## config.mk

```make
export PLATFORM = sky130hd
export DESIGN_NAME = fp_f2i
export DESIGN_NICKNAME = d
export VERILOG_FILES = /design/src/rtl/fp_f2i.sv
export SDC_FILE = /design/constraint.sdc
export NUM_CORES = 1
export LEC_CHECK = 0
export ABC_CLOCK_PERIOD_IN_PS = 2250
export CAP_MARGIN = 30
export CORE_MARGIN = 10
export CORE_UTILIZATION = 40
export DETAILED_ROUTE_END_ITERATION = 6
export SLEW_MARGIN = 5
export SYNTH_ARGS = -nofsm -noshare
export SYNTH_HDL_FRONTEND = slang
export SYNTH_SLANG_ARGS = --single-unit
```

## constraint.sdc

```tcl
create_clock -name clock -period 2.25 [get_ports clock]
set_input_delay 0.45 -clock clock [delete_from_list [all_inputs] [get_ports clock]]
set_output_delay 0.45 -clock clock [all_outputs]
set_load 0.005 [all_outputs]
```

## src/rtl/fp_f2i.sv

```systemverilog
// Pipelined float -> signed integer converter: truncates toward zero and saturates
// on overflow. Three register stages, one sample per clock, no backpressure.
module fp_f2i #(
   parameter int EXP    = 5,
   parameter int MANT   = 10,
   parameter int WIDTH  = 1 + EXP + MANT,
   parameter int IWIDTH = 16
) (
   input  logic              clock,
   input  logic              clock_areset_n,
   input  logic              data_valid,
   input  logic [WIDTH-1:0]  dataa,
   output logic              result_valid,
   output logic [IWIDTH-1:0] result,
   output logic              overflow
);

   localparam int BIAS = 2**(EXP-1) - 1;
   localparam int SW   = MANT + IWIDTH;
   localparam logic [IWIDTH-1:0] IMAX = {1'b0, {(IWIDTH-1){1'b1}}};
   localparam logic [IWIDTH-1:0] IMIN = {1'b1, {(IWIDTH-1){1'b0}}};

   // valid shift register alongside the data pipe; bit 3 is the output stage
   logic [3:1] vld_pipe_q;

   // ---------------- stage 1: unpack and classify ----------------
   logic [EXP-1:0]  e_w;
   logic [MANT-1:0] m_w;
   logic            s1_d, zero1_d, spec1_d, mnz1_d;
   logic [EXP:0]    ue1_d;
   logic [MANT:0]   sig1_d;

   logic               s1_q, zero1_q, spec1_q, mnz1_q;
   logic signed [EXP:0] ue1_q;
   logic [MANT:0]      sig1_q;

   assign e_w     = dataa[WIDTH-2 -: EXP];
   assign m_w     = dataa[MANT-1:0];
   assign s1_d    = dataa[WIDTH-1];
   assign zero1_d = (e_w == '0);
   assign spec1_d = &e_w;
   assign mnz1_d  = |m_w;
   assign ue1_d   = {1'b0, e_w} - (EXP+1)'(BIAS);
   assign sig1_d  = {1'b1, m_w};

   always_ff @(posedge clock or negedge clock_areset_n) begin
      if (!clock_areset_n) begin
         s1_q    <= 1'b0;
         zero1_q <= 1'b0;
         spec1_q <= 1'b0;
         mnz1_q  <= 1'b0;
         ue1_q   <= '0;
         sig1_q  <= '0;
      end else if (data_valid) begin
         s1_q    <= s1_d;
         zero1_q <= zero1_d;
         spec1_q <= spec1_d;
         mnz1_q  <= mnz1_d;
         ue1_q   <= ue1_d;
         sig1_q  <= sig1_d;
      end
   end

   // ---------------- stage 2: magnitude and range ----------------
   int              ue_i;
   logic [SW-1:0]   sh_w;
   logic [IWIDTH-1:0] mag2_d;
   logic            rng2_d;

   logic              s2_q, nan2_q, inf2_q, rng2_q;
   logic [IWIDTH-1:0] mag2_q;

   assign ue_i = int'(ue1_q);
   // only consulted when 0 <= ue <= IWIDTH-1, so the shifted value always fits
   assign sh_w = SW'(sig1_q) << ue1_q;

   always_comb begin
      mag2_d = '0;
      rng2_d = 1'b0;
      if (!zero1_q && !spec1_q) begin
         if (ue_i > IWIDTH-1)
            rng2_d = 1'b1;
         else if (ue_i == IWIDTH-1 && (!s1_q || mnz1_q))
            rng2_d = 1'b1;
         else if (ue_i >= 0)
            mag2_d = sh_w[MANT +: IWIDTH];
      end
   end

   always_ff @(posedge clock or negedge clock_areset_n) begin
      if (!clock_areset_n) begin
         s2_q   <= 1'b0;
         nan2_q <= 1'b0;
         inf2_q <= 1'b0;
         rng2_q <= 1'b0;
         mag2_q <= '0;
      end else if (vld_pipe_q[1]) begin
         s2_q   <= s1_q;
         nan2_q <= spec1_q & mnz1_q;
         inf2_q <= spec1_q & ~mnz1_q;
         rng2_q <= rng2_d;
         mag2_q <= mag2_d;
      end
   end

   // ---------------- stage 3: sign and saturate ----------------
   logic [IWIDTH-1:0] result_d;
   logic              overflow_d;
   logic [IWIDTH-1:0] result_q;
   logic              overflow_q;

   // -2^(IWIDTH-1) magnitude negates onto itself, so no wrap for the in-range minimum
   always_comb begin
      result_d   = s2_q ? (~mag2_q + 1'b1) : mag2_q;
      overflow_d = 1'b0;
      if (nan2_q) begin
         result_d   = '0;
         overflow_d = 1'b1;
      end else if (inf2_q || rng2_q) begin
         result_d   = s2_q ? IMIN : IMAX;
         overflow_d = 1'b1;
      end
   end

   always_ff @(posedge clock or negedge clock_areset_n) begin
      if (!clock_areset_n) begin
         vld_pipe_q <= '0;
         result_q   <= '0;
         overflow_q <= 1'b0;
      end else begin
         vld_pipe_q <= {vld_pipe_q[2:1], data_valid};
         if (vld_pipe_q[2]) begin
            result_q   <= result_d;
            overflow_q <= overflow_d;
         end
      end
   end

   assign result_valid = vld_pipe_q[3];
   assign result       = result_q;
   assign overflow     = overflow_q;

endmodule
```

==> metrics.md <==
| Metric | Value |
|---|---|
| Filler cells | `838` |
| Tcrit/Tclk final | `0.937` |
| RR Endpoint | `result[14]` |
| PortBufs | `36` |
| Mean Syn Cell Area | `10.2 um^2` |
| Internal power | `2.39 mW` |
| Clock Path Buffers | `2` |
| CTS root buf | `clkbuf_8` |
| First-pass GRT wire length | `15,000 um` |
| Core Region | `0.00859 mm^2` |
| GRT overflow | `0` |
| Ports | `37` |
| FF-to-FF setup slack | `0.14 ns` |
| Vias per cell | `5.74` |
| Crit path kind | `flip-flop to flip-flop` |
| Worst setup path start | `mag2_q[0]` |
| Achievable Freq | `474 MHz` |
| Most common cell after layout, fill and taps aside | `dfrtp_1` |
| All-layer global routing usage | `0.141` |
| Crit Reg-Reg Startpoint | `mag2_q[0]` |
| Starting DRC count in detailed routing | `182` |
| Post-Synthesis Cell Area | `0.00349 mm^2` |
| Clock power share | `0.276` |
| WL final | `8760 um` |
| Drt first pass iters | `4` |
| Fin. max-slew vios | `0` |
| Multi-input logic area | `0.00175 mm^2` |
| Register share of total power | `0.399` |
| Run status | `finished clean` |
| Combinational share of power | `0.325` |
| Register Area | `0.00153 mm^2` |
| Cell row count | `34` |
| Starting Density | `0.406` |
| Async set or reset register ratio after synthesis | `1.00` |
| Number of H-tree levels | `3` |
| Post-synthesis cell type count | `57` |
| Final nets | `406` |
| Initial antenna violation count | `0` |
| CTS Sinks | `61` |
| Clock Pin Slew Worst Setup and Hold Paths | `0.07 ns` |
| Drt wl/cell | `17.7 um` |
| Sw power | `1.14 mW` |
| CTS tree | `built` |
| Sw Ratio | `0.322` |
| DRC | `0` |
| Yosys warnings | `0` |
| Layout cells sized above 1 | `0.173` |
| Routed Antenna Nets | `0` |
| Startpoint types | `flip-flop` |
| Worst setup EP type | `flip-flop` |
| Final hold vios | `0` |
| PwrDens | `835 mW/mm^2` |
| Predominant post-synthesis flop cell | `dfrtp_1` |
| Via count | `2,846` |
| Post-synth EDFFs | `0` |
| Most frequent cells in the layout | `dfrtp_1 (61), clkdlybuf4s50_1 (35), inv_1 (32), o21ai_0 (17), mux2_2 (17)` |
| Final setup viols | `0` |
| Worst Tran Pin Value | `0.616 ns` |
| Sequential share of the synthesized area | `0.437` |
| Vias in the first global route | `2,906` |
| CP max FO | `4` |
| Skew final | `0.00854 ns` |
| Syn_nets | `365` |
| Min-delay worst type | `primary input to async pin` |
| Die Area | `0.0129 mm^2` |
| Final Power | `3.53 mW` |
| Lkg Pwr | `1.78 nW` |
| CP required | `2.51 ns` |
| Minimum clock period | `2.11 ns` |
| Cts bufs inserted | `9` |
| # Max-Cap Violations | `0` |
| Die X | `113 um` |
| Worst Reg2Reg Path Length in Cells | `6` |
| Die Y | `113 um` |
| Syn Inst Count | `342` |
| P&R area growth vs syn | `21.1%` |
| Worst rel slew slack | `0.586` |
| RSZ-0062 raised after global routing | `false` |
| Worst-Skew Late Latency | `0.34 ns` |
| Largest net degree at the start of global routing | `40` |
| Maximum vdd drop | `0.319 mV` |
| Antenna diodes | `0` |
| Crit path DAT | `2.37 ns` |
| Gpl congestion | `0.905` |
| Post-synthesis register bit count | `61` |
| Post-cts hold buffer count | `0` |
| Sum of negative setup slack | `0 ns` |
| DP HPWL | `6440 um` |
[area by class of cell]
cell class | count | area share
Clock buffer | 12 | 0.0343
Clock inverter | 4 | 0.0112
Inverter | 33 | 0.0293
Multi-Input combinational cell | 225 | 0.415
Sequential cell | 61 | 0.361
Tap cell | 108 | 0.0320
Timing Repair Buffer | 53 | 0.117
[cells by family (layout without fill, tap and decap cells)]
kind of cell,after synthesis,after routing,share of synthesized area
AND/OR/NAND/NOR,91,91,0.151
AO/OA/AOI/OAI,85,85,0.177
multiplexers,40,40,0.146
adder cells (fa/ha/maj),4,4,0.0143
buffers and inverters,56,102,0.0620
XOR/XNOR,5,5,0.0126
flip-flops,61,61,0.437
[flip-flops by register name (all words and copies together), names as in the netlist]
| signal | cells |
|---|---|
| result | 16 |
| vld_pipe_q | 3 |
| sig1_q | 11 |
| ue1_q | 6 |
| mnz1_q | 1 |
| nan2_q | 1 |
| s2_q | 1 |
| spec1_q | 1 |
| inf2_q | 1 |
| overflow | 1 |
| s1_q | 1 |
| zero1_q | 1 |
| rng2_q | 1 |
| mag2_q | 16 |
[synth_stat cells, drive strengths merged (3+ instances only)]
cell type   n  area share
dfrtp      61        0.44
inv        32       0.034
clkbuf     17       0.018
mux2       17       0.055
o21ai      17       0.024
mux2i      16       0.046
nor2       16       0.017
a21oi      11       0.016
nand3      10       0.014
nor3       10       0.014
o22ai      10       0.018
nand2       9      0.0097
a32oi       7       0.018
mux4        7       0.045
nor2b       7       0.013
o221ai      7       0.019
buf         6      0.0082
nand2b      5      0.0090
nor4        5      0.0090
o31ai       5       0.011
and3        4      0.0072
ha          4       0.014
nor3b       4      0.0086
o2bb2ai     4       0.010
or4         4       0.011
a211oi      3      0.0079
a31oi       3      0.0054
nor4b       3      0.0075
or2         3      0.0054
or3         3      0.0054
xor2        3      0.0075
[power groups by stage]
stage | registers [mW] | clock network, mW | logic [mW]
3_3_place_gp | 1.42 | 0 | 1.12
2_1_floorplan | 1.38 | 0 | 0.708
3_5_place_dp | 1.43 | 0 | 1.13
6_report | 1.41 | 0.976 | 1.15
4_1_cts | 1.41 | 1.01 | 1.14
5_1_grt | 1.44 | 1.07 | 1.27
[per-layer routing]
layer | GRT usage | vias up | part of all wire | wire length [um]
met5 | 0 | - | 0 | 0
met4 | 0.0592 | 0 | 0.024 | 208
met3 | 0.0425 | 20 | 0.050 | 437
met2 | 0.222 | 77 | 0.47 | 4080
met1 | 0.177 | 1386 | 0.46 | 4030
li1 | - | 1363 | - | -
[how the worst max path moves through the flow]
stage	end	slack (ns)	depth (start not counted)
finish	result[14]	0.14	6
CTS	result[14]	0.08	6
global placement	result[14]	0.20	6
global route	result[14]	0.02	6
detailed placement	result[14]	0.15	6
floorplan	result[15]	0.30	4
[repair_timing]
| item | 4_1_cts | 5_1_grt |
|---|---|---|
| endpoints found under the hold margin | 0 | 0 |
| gates resized for setup | 0 | 1 |
| buffers inserted | 0 | 0 |
| setup endpoints to repair | 0 | 1 |
[through the flow]
stage / util / area (um^2) / cells / hold WS [ns] / worst slack (ns)
after floorplan: - / 3490 / 342 / 0.154 / 0.296
after global placement: 0.469 / 4030 / 480 / 0.461 / 0.201
after global routing: 0.492 / 4230 / 496 / 0.120 / 0.0213
after detailed placement: 0.469 / 4030 / 480 / 0.466 / 0.146
final: 0.492 / 4230 / 496 / 0.0802 / 0.142
after CTS: 0.491 / 4220 / 496 / 0.0922 / 0.0792
[critical path: stages (launching register included)]
cell     delay, ns
dfrtp_1       0.40
inv_1         0.09
ha_1          0.16
or3b_2        0.53
nor4_2        0.34
mux2_2        0.37
o21ai_0       0.13
No activity file was read; power rests on OpenSTA's default activity.
